### src/rtl/mult_sched_pkg.sv
// Shared types and widths for the shared-multiplier scheduler.
package mult_sched_pkg;

  localparam int unsigned OP_W  = 16;
  localparam int unsigned RES_W = 32;
  localparam int unsigned IDX_W = 3;

  typedef enum logic [1:0] {
    IDLE  = 2'd0,
    ISSUE = 2'd1,
    DRAIN = 2'd2
  } sched_state_t;

  typedef struct packed {
    logic             valid;
    logic [IDX_W-1:0] idx;
  } tag_t;

endpackage

### src/rtl/mult_sched_if.sv
// Requester, multiplier and response signals of the scheduler.
interface mult_sched_if
  import mult_sched_pkg::*;
#(
  parameter int unsigned NUM_REQ = 4
);

  logic                    Run;
  logic [NUM_REQ-1:0]      req_valid;
  logic [NUM_REQ*OP_W-1:0] req_a;
  logic [NUM_REQ*OP_W-1:0] req_b;
  logic [NUM_REQ-1:0]      req_ready;
  logic                    mul_valid;
  logic [OP_W-1:0]         mul_a;
  logic [OP_W-1:0]         mul_b;
  logic [RES_W-1:0]        mul_result;
  logic [NUM_REQ-1:0]      rsp_valid;
  logic [RES_W-1:0]        rsp_result;
  logic                    busy;
  logic [15:0]             ops_count;

  modport master (
    output Run, req_valid, req_a, req_b, mul_result,
    input  req_ready, mul_valid, mul_a, mul_b, rsp_valid, rsp_result, busy, ops_count
  );

  modport slave (
    input  Run, req_valid, req_a, req_b, mul_result,
    output req_ready, mul_valid, mul_a, mul_b, rsp_valid, rsp_result, busy, ops_count
  );

endinterface

### src/rtl/mult_sched_rr_arbiter.sv
// Combinational round-robin picker: first requester at or after i_ptr, wrapping.
module rr_arbiter
  import mult_sched_pkg::*;
#(
  parameter int unsigned NUM_REQ = 4
) (
  input  logic [NUM_REQ-1:0] i_req,
  input  logic [IDX_W-1:0]   i_ptr,
  input  logic               i_en,
  output logic [NUM_REQ-1:0] o_grant_c,
  output logic [IDX_W-1:0]   o_idx_c,
  output logic               o_any_c
);

  // Scan offsets from the pointer; the first hit wins and blocks later ones.
  always_comb begin
    o_grant_c = '0;
    o_idx_c   = '0;
    o_any_c   = 1'b0;
    for (int unsigned off = 0; off < NUM_REQ; off++) begin
      for (int unsigned i = 0; i < NUM_REQ; i++) begin
        if (i_en && !o_any_c && i_req[i] &&
            (((32'(i_ptr) + off) % NUM_REQ) == i)) begin
          o_any_c      = 1'b1;
          o_idx_c      = IDX_W'(i);
          o_grant_c[i] = 1'b1;
        end
      end
    end
  end

endmodule

### src/rtl/mult_sched.sv
// Shares one pipelined multiplier among NUM_REQ requesters; tags track ownership.
module mult_sched
  import mult_sched_pkg::*;
#(
  parameter int unsigned NUM_REQ     = 4,
  parameter int unsigned MUL_LATENCY = 2
) (
  input  logic         Clk,
  input  logic         Reset,
  mult_sched_if.slave  bus
);

  localparam logic [1:0] S_IDLE  = 2'(IDLE);
  localparam logic [1:0] S_ISSUE = 2'(ISSUE);
  localparam logic [1:0] S_DRAIN = 2'(DRAIN);

  logic [1:0]         r_state;
  logic [1:0]         w_state_nxt;
  logic [IDX_W-1:0]   r_ptr;
  logic               r_mul_valid;
  logic [OP_W-1:0]    r_mul_a;
  logic [OP_W-1:0]    r_mul_b;
  logic [NUM_REQ-1:0] r_rsp_valid;
  logic [RES_W-1:0]   r_rsp_result;
  logic [15:0]        r_ops;
  tag_t               r_tag [MUL_LATENCY+1];

  logic [NUM_REQ-1:0] w_grant;
  logic [IDX_W-1:0]   w_grant_idx;
  logic               w_grant_any;
  logic               w_issue_en;
  logic [OP_W-1:0]    w_a;
  logic [OP_W-1:0]    w_b;
  logic               w_pipe_any;
  logic [NUM_REQ-1:0] w_rsp_oh;
  logic [IDX_W-1:0]   w_ptr_nxt;

  assign w_issue_en = (r_state == S_ISSUE);

  rr_arbiter #(.NUM_REQ(NUM_REQ)) u_arb (
    .i_req     (bus.req_valid),
    .i_ptr     (r_ptr),
    .i_en      (w_issue_en),
    .o_grant_c (w_grant),
    .o_idx_c   (w_grant_idx),
    .o_any_c   (w_grant_any)
  );

  // Operand mux driven by the one-hot grant.
  always_comb begin
    w_a = '0;
    w_b = '0;
    for (int unsigned i = 0; i < NUM_REQ; i++) begin
      if (w_grant[i]) begin
        w_a = bus.req_a[i*OP_W +: OP_W];
        w_b = bus.req_b[i*OP_W +: OP_W];
      end
    end
  end

  assign w_ptr_nxt = (w_grant_idx == IDX_W'(NUM_REQ - 1)) ? '0
                                                          : IDX_W'(w_grant_idx + IDX_W'(1));

  always_comb begin
    w_pipe_any = 1'b0;
    for (int unsigned j = 0; j <= MUL_LATENCY; j++) begin
      w_pipe_any = w_pipe_any | r_tag[j].valid;
    end
  end

  // The last tag stage lines up with the cycle mul_result is valid.
  always_comb begin
    w_rsp_oh = '0;
    for (int unsigned i = 0; i < NUM_REQ; i++) begin
      if (r_tag[MUL_LATENCY].valid && (r_tag[MUL_LATENCY].idx == IDX_W'(i))) begin
        w_rsp_oh[i] = 1'b1;
      end
    end
  end

  always_comb begin
    w_state_nxt = r_state;
    case (r_state)
      S_IDLE:  if (bus.Run) w_state_nxt = S_ISSUE;
      S_ISSUE: if (!bus.Run) w_state_nxt = (w_grant_any || w_pipe_any) ? S_DRAIN : S_IDLE;
      S_DRAIN: begin
        if (bus.Run)          w_state_nxt = S_ISSUE;
        else if (!w_pipe_any) w_state_nxt = S_IDLE;
      end
      default: w_state_nxt = S_IDLE;
    endcase
  end

  always_ff @(posedge Clk or posedge Reset) begin
    if (Reset) begin
      r_state      <= S_IDLE;
      r_ptr        <= '0;
      r_mul_valid  <= 1'b0;
      r_mul_a      <= '0;
      r_mul_b      <= '0;
      r_rsp_valid  <= '0;
      r_rsp_result <= '0;
      r_ops        <= '0;
      for (int unsigned j = 0; j <= MUL_LATENCY; j++) begin
        r_tag[j] <= '0;
      end
    end else begin
      r_state     <= w_state_nxt;
      r_mul_valid <= w_grant_any;
      if (w_grant_any) begin
        r_mul_a <= w_a;
        r_mul_b <= w_b;
        r_ptr   <= w_ptr_nxt;
      end
      r_tag[0] <= tag_t'{valid: w_grant_any, idx: w_grant_idx};
      for (int unsigned j = 1; j <= MUL_LATENCY; j++) begin
        r_tag[j] <= r_tag[j-1];
      end
      r_rsp_valid <= w_rsp_oh;
      if (r_tag[MUL_LATENCY].valid) begin
        r_rsp_result <= bus.mul_result;
        if (r_ops != 16'hFFFF) r_ops <= r_ops + 16'd1;
      end
    end
  end

  assign bus.req_ready  = w_grant;
  assign bus.mul_valid  = r_mul_valid;
  assign bus.mul_a      = r_mul_a;
  assign bus.mul_b      = r_mul_b;
  assign bus.rsp_valid  = r_rsp_valid;
  assign bus.rsp_result = r_rsp_result;
  assign bus.ops_count  = r_ops;
  assign bus.busy       = (r_state != S_IDLE) | w_pipe_any;

endmodule

### src/flat_wrapper.sv
// flat-port wrapper written by rule: the top's interface ports become plain ports
module mult_sched_flat import mult_sched_pkg::*;
#(
  parameter int unsigned NUM_REQ     = 4,
  parameter int unsigned MUL_LATENCY = 2
)
  (Clk, Reset, bus_Run, bus_req_valid, bus_req_a, bus_req_b, bus_mul_result, bus_req_ready, bus_mul_valid, bus_mul_a, bus_mul_b, bus_rsp_valid, bus_rsp_result, bus_busy, bus_ops_count);
  mult_sched_if #(.NUM_REQ(NUM_REQ)) bus_i ();
  input  logic Clk;
  input  logic Reset;
  input wire logic [$bits(bus_i.Run)-1:0] bus_Run;
  input wire logic [$bits(bus_i.req_valid)-1:0] bus_req_valid;
  input wire logic [$bits(bus_i.req_a)-1:0] bus_req_a;
  input wire logic [$bits(bus_i.req_b)-1:0] bus_req_b;
  input wire logic [$bits(bus_i.mul_result)-1:0] bus_mul_result;
  output wire logic [$bits(bus_i.req_ready)-1:0] bus_req_ready;
  output wire logic [$bits(bus_i.mul_valid)-1:0] bus_mul_valid;
  output wire logic [$bits(bus_i.mul_a)-1:0] bus_mul_a;
  output wire logic [$bits(bus_i.mul_b)-1:0] bus_mul_b;
  output wire logic [$bits(bus_i.rsp_valid)-1:0] bus_rsp_valid;
  output wire logic [$bits(bus_i.rsp_result)-1:0] bus_rsp_result;
  output wire logic [$bits(bus_i.busy)-1:0] bus_busy;
  output wire logic [$bits(bus_i.ops_count)-1:0] bus_ops_count;
  assign bus_i.Run = bus_Run;
  assign bus_i.req_valid = bus_req_valid;
  assign bus_i.req_a = bus_req_a;
  assign bus_i.req_b = bus_req_b;
  assign bus_i.mul_result = bus_mul_result;
  assign bus_req_ready = bus_i.req_ready;
  assign bus_mul_valid = bus_i.mul_valid;
  assign bus_mul_a = bus_i.mul_a;
  assign bus_mul_b = bus_i.mul_b;
  assign bus_rsp_valid = bus_i.rsp_valid;
  assign bus_rsp_result = bus_i.rsp_result;
  assign bus_busy = bus_i.busy;
  assign bus_ops_count = bus_i.ops_count;
  mult_sched #(.NUM_REQ(NUM_REQ), .MUL_LATENCY(MUL_LATENCY)) u_core (.Clk(Clk), .Reset(Reset), .bus(bus_i));
endmodule
### config.mk
export PLATFORM = sky130hd
export DESIGN_NAME = mult_sched_flat
export DESIGN_NICKNAME = d
export VERILOG_FILES = /design/src/rtl/mult_sched_pkg.sv /design/src/rtl/mult_sched_if.sv /design/src/rtl/mult_sched_rr_arbiter.sv /design/src/rtl/mult_sched.sv /design/src/flat_wrapper.sv
export SDC_FILE = /design/constraint.sdc
export NUM_CORES = 1
export LEC_CHECK = 0
export BUFFER_PORTS_ARGS = -buffer_cell sky130_fd_sc_hd__buf_2
export CAP_MARGIN = 30
export CORE_MARGIN = 5
export CORE_UTILIZATION = 49
export CTS_CLUSTER_DIAMETER = 40
export CTS_CLUSTER_SIZE = 20
export DETAILED_ROUTE_END_ITERATION = 10
export PLACE_DENSITY_LB_ADDON = 0.08
export SKIP_CTS_REPAIR_TIMING = 1
export SYNTH_ARGS = -nofsm -noshare
export SYNTH_HDL_FRONTEND = slang
export SYNTH_HIERARCHICAL = 1
export SYNTH_SLANG_ARGS = --single-unit
### constraint.sdc
create_clock -name Clk -period 9.6 [get_ports Clk]
set_clock_uncertainty 0.15 [all_clocks]
set_input_delay 0.96 -clock Clk [delete_from_list [all_inputs] [get_ports Clk]]
set_output_delay 0.96 -clock Clk [all_outputs]
set_load 0.03 [all_outputs]
Yosys cells after proc, flatten, opt, wreduce, memory -nomap -nowiden
Index checks and enable logic that the tools add are counted.
{ "op_classes": {"addsub": 5, "n_eq_ne": 22, "muxes": 65, "bitwise": 3, "n_reduce_logical": 76} }
{ "op_table": {"columns": ["cell", "count"], "rows": [
  ["32-bit logical NOT", 4],
  ["16-bit two-way mux", 8],
  ["1-bit logical AND", 51],
  ["3-bit two-way mux", 14],
  ["1-bit two-way mux", 36],
  ["2-bit == test, second input constant", 9],
  ["16-bit by 1-bit adder with 16-bit output, second input constant", 1],
  ["16-bit inequality test, second input constant", 1],
  ["1-bit logical NOT", 15],
  ["2-bit two-way mux", 6],
  ["2-bit by 1-bit == test with 1-bit output, second input constant", 5],
  ["3-bit by 2-bit == test with 1-bit output, second input constant", 3],
  ["2-bit one-hot mux with 3 select lines", 1],
  ["2-bit by 1-bit adder with 2-bit output, second input constant", 2],
  ["2-bit adder, second input constant", 2],
  ["2-bit inequality test, second input constant", 2],
  ["3-bit by 1-bit == test with 1-bit output, second input constant", 1],
  ["3-bit logical NOT", 1],
  ["3-bit inequality test, second input constant", 1],
  ["1-bit bitwise OR", 3],
  ["3-bit AND reduction", 1],
  ["2-bit logical NOT", 1],
  ["2-bit AND reduction", 1],
  ["2-bit nonzero test", 1],
  ["1-bit logical OR", 1]
]} }
{ "totals": {"register_bits": 100, "output_inout_bits": 90, "wordCells": 184} }

Longest topological paths before layout
Gate-level depths: netlist (run 1).
{ "depth": {"ltp_word": 83, "depth_mapped": 9, "depth_no_buf": 7} }

Hierarchy
The synthesis (run 1) kept the hierarchy.
{ "by_module_without_submodules": {"columns": ["mod", "n_inst", "cells_per_inst", "area_per_inst_um2", "seq_area_each_um2"], "rows": [
  ["mult_sched", 1, 443, 4705.8, 2527.4],
  ["rr_arbiter", 1, 29, 173.9, 0.0]
]} }

Least setup slack after synthesis (run 1)
No wires, ideal clock.
{ "synth_timing": {"kind": "input-to-reg", "from": "input bus_req_valid[3]", "to": "register u_core.r_mul_a[0], in the netlist u_core/bus.mul_a[0]", "setup_ps": 82, "t_arrival_ps": 2761, "t_required_ps": 9368, "path_slack_ps": 6607, "stages": 8, "path_buffers": 2, "cell_sequence": "o21ai_0 > nand3_1 > nor2_1 > clkbuf_1 > clkbuf_1 > a221oi_1 > a211o_1 > a31oi_1"} }
{ "synth_via": {"word_cells_on_any_way": 80, "classes_between": "mux: 30; reduce/logical: 50"} }
{ "synth_lines": {"columns": ["element", "line", "rtl"], "rows": [
  ["start, declared", "flat_wrapper.sv:12", "input wire logic [$bits(bus_i.req_valid)-1:0] bus_req_valid;"],
  ["1-bit logical AND (2 in series)", "mult_sched_rr_arbiter.sv:22", "if (i_en && !o_any_c && i_req[i] &&"],
  ["1-bit two-way mux", "mult_sched_rr_arbiter.sv:22", null],
  ["1-bit logical NOT", "mult_sched_rr_arbiter.sv:22", null],
  ["1-bit logical AND (3 in series)", "mult_sched_rr_arbiter.sv:22", null],
  ["1-bit two-way mux", "mult_sched_rr_arbiter.sv:22", null],
  ["1-bit logical NOT", "mult_sched_rr_arbiter.sv:22", null],
  ["1-bit logical AND (3 in series)", "mult_sched_rr_arbiter.sv:22", null],
  ["1-bit two-way mux", "mult_sched_rr_arbiter.sv:22", null],
  ["[... 30 more ...]", null, null],
  ["1-bit logical NOT", "mult_sched_rr_arbiter.sv:22", null],
  ["1-bit logical AND (3 in series)", "mult_sched_rr_arbiter.sv:22", null],
  ["1-bit two-way mux", "mult_sched_rr_arbiter.sv:22", null],
  ["1-bit logical NOT", "mult_sched_rr_arbiter.sv:22", null],
  ["1-bit logical AND (3 in series)", "mult_sched_rr_arbiter.sv:22", null],
  ["1-bit two-way mux *", "mult_sched_rr_arbiter.sv:22", null],
  ["via bus_req_ready[1]", "flat_wrapper.sv:16", "output wire logic [$bits(bus_i.req_ready)-1:0] bus_req_ready;"],
  ["16-bit two-way mux * (3 in series)", "mult_sched.sv:54", "if (w_grant[i]) begin"],
  ["end signal, assigned", "mult_sched.sv:111", "r_mul_a <= w_a;"],
  ["end, declared", "mult_sched.sv:21", "logic [OP_W-1:0] r_mul_a;"]
]} }
The timed path passes the listed nets; every way through them passes the cells marked *.
A chain may end at the register's enable or synchronous reset.

Worst setup path after layout (run 1)
{ "layout_timing": {"from": "register u_core.r_state[1]", "to": "output bus_req_ready[3]"} }
{ "layout_via": {"elab_chain_cells": 79, "word_cells_on_any_way": 82, "classes_between": "eq/ne: 1; mux: 19; reduce/logical: 62"} }
{ "layout_lines": {"columns": ["element", "line", "rtl"], "rows": [
  ["start, declared", "mult_sched.sv:17", "logic [1:0] r_state;"],
  ["start signal, assigned", "mult_sched.sv:108", "r_state <= w_state_nxt;"],
  ["2-bit by 1-bit == test with 1-bit output *", "mult_sched.sv:38", "assign w_issue_en = (r_state == S_ISSUE);"],
  ["via u_core.w_issue_en", "mult_sched.sv:31", "logic w_issue_en;"],
  ["1-bit logical AND (2 in series)", "mult_sched_rr_arbiter.sv:22", null],
  ["1-bit two-way mux", "mult_sched_rr_arbiter.sv:22", null],
  ["1-bit logical NOT", "mult_sched_rr_arbiter.sv:22", null],
  ["1-bit logical AND (3 in series)", "mult_sched_rr_arbiter.sv:22", null],
  ["1-bit two-way mux", "mult_sched_rr_arbiter.sv:22", null],
  ["1-bit logical NOT", "mult_sched_rr_arbiter.sv:22", null],
  ["[... 55 more ...]", null, null],
  ["1-bit logical AND (3 in series)", "mult_sched_rr_arbiter.sv:22", null],
  ["1-bit two-way mux", "mult_sched_rr_arbiter.sv:22", null],
  ["1-bit logical NOT", "mult_sched_rr_arbiter.sv:22", null],
  ["1-bit logical AND (3 in series)", "mult_sched_rr_arbiter.sv:22", null],
  ["1-bit two-way mux", "mult_sched_rr_arbiter.sv:22", null],
  ["1-bit logical NOT", "mult_sched_rr_arbiter.sv:22", null],
  ["1-bit logical AND (3 in series)", "mult_sched_rr_arbiter.sv:22", null],
  ["1-bit two-way mux *", "mult_sched_rr_arbiter.sv:22", null],
  ["end, declared", "flat_wrapper.sv:16", null]
]} }
Marks and branches as above.

==> results_dict.tcl, run 1 <==
set metrics [dict create \
    outcome "finished, final reports clean" \
    fmax_ghz 0.275 \
    syn_to_final_growth_pct 33.9 \
    cts-root-buf "clkbuf_8" \
    drive_above_1_share_pct 46.4 \
    timing.final.ws_setup_ns 5.97 \
    maxSlewHeadroom_pct 57.4 \
    finalCriticalPeriod_ns 3.63 \
    peakVddDrop_uv 106 \
    cp-start-kind "flip-flop" \
    place.gp.congestion 0.855 \
    clk_latency_ns 0.36 \
    dr.pass1.iters 7 \
    wirelength_mm 14.3 \
    io_pins 257 \
    fp-row-count 36 \
    antenna_found_initial 4 \
    holdWs_ns 0.200 \
    drtIter0Drc 224 \
    nNetsFinal 877 \
    finalHoldViolCount 0 \
    crit_fanout 64 \
    clk_pin_slew_ns 0.10 \
    cp.arrival_ns 2.52 \
    cts_made_buffers 9 \
    antenna_cells 0 \
    power_density_nw_per_um2 222 \
    syn-instance-count 468 \
    fin_crit_sh_pct 37.9 \
    gr-total-overflow 0 \
    design_area_um2 6480 \
    cts_max_level 3 \
    min_path_type "reg -> reg" \
    ys_warn_count 6 \
    leakage_nw 3.29 \
    cp.required_ns 8.49 \
    grt_setup_unrepaired "false" \
    grt_max_degree 79 \
    maxCapViolCount 0 \
    worst-slew-pin-transition_ns 0.638 \
    setup_viol_count_final 0 \
    cts_tree "done" \
    ant_nets 0 \
    finalNonFillerCells 846 \
    place_ws_ns 5.56 \
    design.core.area_um2 9680 \
    post-route-drc-count 0 \
    track_usage_pct 23.2 \
    viasPerCell 5.33 \
    vias 4510 \
    syn-num-nets 637 \
    dpl_cell_area_um2 6210 \
    end_kind "output pin" \
    criticalPathCategory "reg -> out" \
    cts_buffer_depth 2 \
    die_w_um 109 \
    grt_pass1_vias 4354 \
    die_area_um2 12000 \
    syn_area_um2 4840 \
    grt_pass1_wl_mm 21.6 \
    numPortBuffers 256 \
    dp_cells 828 \
    fp.dieH_um 109 \
    syn_area_per_cell_um2 10.3 \
    cts.sinks 100 \
    wire_per_inst_um 16.9 \
    fin_setup_tns_ns 0 \
    slew_viol_final 0 \
    start_util_pct 50.0 \
    hpwl_mm 10.8 \
]
-- cell usage in the layout (no fill, tap or decap), types with 2 or more instances in the layout --
master     count
and3_1         2
nor2_1        48
buf_2        256
nand2_1       43
nand3_1        5
inv_8          2
nor2b_1        4
a221oi_1      31
inv_1         37
nor3_1         3
nor4b_2        2
clkbuf_8       9
o2111ai_1      2
xnor2_1        2
xor2_1        10
a31oi_1       34
nor3b_1        3
buf_4          5
a311oi_1       2
or3_1          2
nand4_2        2
nand4_1        4
o21ai_0        4
mux2_2        35
a211o_1       31
buf_12         2
a21oi_1        5
ha_1           2
dfrtp_1      100
-- flip-flops by register name (all words and copies together), names as in the netlist --
name / cells
u_core/bus.rsp_result: 32
u_core/r_tag: 12
u_core/r_ptr: 2
u_core/bus.rsp_valid: 4
u_core/bus.ops_count: 16
u_core/bus.mul_a: 16
u_core/r_state: 2
u_core/bus.mul_b: 16
-- power breakdown --
group          switching [W]  internal, W
clock               0.000155     0.000128
combinational       0.000364     0.000203
sequential         0.0000702     0.000515
-- critical path: stages (launching register included) --
cell and delay (ns):
dfrtp_1 0.42, nor2b_1 0.46, nand2_1 0.12, or4_4 0.55
inv_2 0.11, buf_12 0.25, buf_2 0.25
-- final timing paths --
kind	to	depth (start not counted)	slack [ns]	startpoint
worst min-delay path	u_core/r_tag[4]	0	0.20	u_core/r_tag[8]
worst min register to register	u_core/r_tag[4]	0	0.20	u_core/r_tag[8]
worst max-delay path	bus_req_ready[3]	6	5.97	u_core/r_state[1]
min in group asynchronous	u_core/bus.rsp_result[11]	2	0.38	Reset
max in group asynchronous	u_core/bus.mul_a[13]	4	8.10	Reset
worst max register to register	u_core/bus.mul_b[13]	9	6.69	u_core/r_state[1]
-- layer usage --
layer	up-vias	share of wire (%)	track usage, %
li1	2160	-	-
met1	2094	38	28.5
met2	212	50	38.4
met3	36	8.9	8.34
met4	8	2.5	7.39
met5	-	0.39	0
-- layout make-up --
cell class	count	area [µm²]
well taps	133	166
clock inverters	7	93.8
fillers	785	3210
repair buffers	264	1390
clock buffers	9	124
flip-flops and latches	100	2500
multi-input cells	294	2050
inverters	39	149
-- per-stage QoR --
stage               util [%]  total power, W
finish                  66.9         0.00144
global route            66.9         0.00152
CTS                     66.4         0.00144
detailed placement      64.1         0.00116
global placement        63.9         0.00114
floorplan                  -        0.000968
No activity file was read; power rests on OpenSTA's default activity.
==> run 2: changes to the inputs <==
--- a/config.mk
+++ b/config.mk
@@ -8,7 +8,7 @@
 export BUFFER_PORTS_ARGS = -buffer_cell sky130_fd_sc_hd__buf_2
 export CAP_MARGIN = 30
 export CORE_MARGIN = 5
-export CORE_UTILIZATION = 49
+export CORE_UTILIZATION = 46
 export CTS_CLUSTER_DIAMETER = 40
 export CTS_CLUSTER_SIZE = 20
 export DETAILED_ROUTE_END_ITERATION = 10
==> constraint.sdc (replaced) <==
create_clock -name Clk -period 3.6 [get_ports Clk]
set_clock_uncertainty 0.15 [all_clocks]
set_input_delay 0.36 -clock Clk [delete_from_list [all_inputs] [get_ports Clk]]
set_output_delay 0.36 -clock Clk [all_outputs]
set_load 0.03 [all_outputs]
==> results_dict.tcl, run 2 (synthesized netlist as in run 1, its figures left out) <==
set metrics [dict create \
    finalCriticalPeriod_ns 3.10 \
    cts_made_buffers 9 \
    fp.dieH_um 113 \
    outcome "finished, final reports clean" \
    slowest_delay_ns 0.55 \
    cp.required_ns 3.09 \
    cts.sinks 100 \
    worst-slew-pin-transition_ns 0.831 \
    grt_setup_unrepaired "false" \
    switchingPower_w 0.00154 \
    largest_reg_flops 32 \
    cts_tree "done" \
    fin_setup_tns_ns 0 \
    dr.pass1.iters 4 \
    die_w_um 113 \
    crit_fanout 28 \
    p_clk_share_pct 20.2 \
    vias 4476 \
    path_cells "nor2b_1 > nand2_1 > or4_4 > inv_2 > buf_2" \
    clk_pin_slew_ns 0.09 \
    finalHoldViolCount 0 \
    fin_crit_sh_pct 86.0 \
    grt_max_degree 50 \
    wirelength_mm 14.5 \
    grt_pass1_vias 4575 \
    switching_share_pct 40.1 \
    io_pins 257 \
    design.core.area_um2 10300 \
    hold_path_end "u_core/bus.rsp_result[19]" \
    cts_buffer_depth 2 \
    power_density_nw_per_um2 591 \
    min_path_type "in -> reg" \
    nNetsFinal 879 \
    cts-root-buf "clkbuf_8" \
    rr_endpoint "u_core/bus.mul_b[4]" \
    cp.arrival_ns 2.59 \
    viasPerCell 5.25 \
    end_kind "output pin" \
    reg2reg_slack_ns 0.71 \
    p_seq_share_pct 40.8 \
    fmax_ghz 0.323 \
    numPortBuffers 256 \
    grt_pass1_wl_mm 23.1 \
    place_ws_ns 0.834 \
    cp-start-kind "flip-flop" \
    hp-start "bus_mul_result[19]" \
    timing.final.ws_setup_ns 0.505 \
    criticalPathCategory "reg -> out" \
    place.gp.congestion 0.899 \
    wire_per_inst_um 17.0 \
    slew_viol_final 0 \
    drtIter0Drc 238 \
    final_common_cell "buf_2" \
    p_int_w 0.00230 \
    layout_common_cells "buf_2, dfrtp_1, nor2_1" \
    antenna_found_initial 2 \
    combPwrFrac_pct 39.0 \
    die_area_um2 12700 \
    post-route-drc-count 0 \
    maxSlewHeadroom_pct 44.6 \
    peakVddDrop_uv 321 \
    maxCapViolCount 0 \
    crit_slowest_cell "or4_4" \
    gr-total-overflow 0 \
    start_util_pct 47.1 \
    leakage_nw 3.30 \
    drive_above_1_share_pct 46.3 \
    fp-row-count 37 \
    cts_max_level 3 \
    reg2regPathDepth 9 \
    setup_viol_count_final 0 \
    track_usage_pct 22.6 \
    hold_depth 2 \
    clk_latency_ns 0.36 \
    syn_to_final_growth_pct 34.1 \
    hpwl_mm 11.1 \
    timing.rr.start "u_core/r_state[1]" \
    ant_nets 0 \
]
## run 2: changes by cell type in the layout (fill, tap and decap cells not counted)
| cell | previous run | this run |
|---|---|---|
| clkbuf_8 | 9 | 12 |
| clkinv_4 | 1 | 3 |
| diode_2 | 0 | 2 |
| dlygate4sd3_1 | 0 | 2 |
| inv_8 | 2 | 0 |
| buf_16 | 1 | 0 |
| buf_4 | 5 | 6 |
| clkinv_8 | 1 | 0 |
| clkinvlp_4 | 1 | 0 |
| inv_6 | 1 | 0 |
## run 2: layer usage
metal	share of wire, %	wire length, µm	global-route usage [%]	vias up
met3	7.8	1130	5.98	35
met4	3.9	560	11.9	0
li1	-	-	-	2167
met5	0	0	0	-
met1	38	5510	26.1	2089
met2	50	7310	38.4	185
## run 2: worst max path at each step
stage                      startpoint                   end  slack (ns)  cells after the start
finish              u_core/r_state[1]      bus_req_ready[3]        0.50                      5
global route        u_core/r_state[1]      bus_req_ready[3]        0.32                      5
CTS                 u_core/r_state[1]      bus_req_ready[3]        0.48                      5
detailed placement  u_core/r_state[1]   u_core/bus.mul_b[4]        0.83                      9
global placement    u_core/r_state[1]  u_core/bus.mul_b[13]        0.98                      9
floorplan                       Reset   u_core/bus.mul_a[0]        0.47                      1
## run 2: metrics by stage
stage | area [µm²] | hold WS, ns | power (W) | utilization [%] | instances
floorplan | 4840 | 0.181 | 0.00258 | - | 468
global placement | 6240 | 0.183 | 0.00305 | 60.7 | 833
detailed placement | 6240 | 0.186 | 0.00309 | 60.7 | 833
CTS | 6460 | -0.0750 | 0.00386 | 62.9 | 849
global route | 6490 | 0.0501 | 0.00406 | 63.1 | 853
finish | 6490 | 0.0741 | 0.00383 | 63.1 | 853
## run 2: power by group through the flow
stage	clock network [W]	logic (W)	registers, W
after floorplan	0	0.000576	0.00200
after global placement	0	0.00148	0.00157
after detailed placement	0	0.00151	0.00158
after CTS	0.000794	0.00150	0.00156
after global routing	0.000841	0.00161	0.00161
final	0.000774	0.00149	0.00156
## run 2: final cells by class
cell class	instances	area [µm²]
Inverter	39	149
Tap cell	136	170
Clock inverter	4	56.3
Timing Repair Buffer	266	1390
Clock buffer	12	165
Antenna cell	2	5.00
Sequential cell	100	2500
Multi-Input combinational cell	294	2050
Fill cell	903	3790
## run 2: worst max-delay path: cells and delay by family, from the launching register on
family | cells | cell delay [ns]
simple gates | 3 | 1.11
buf+inv | 2 | 0.71
flops | 1 | 0.41
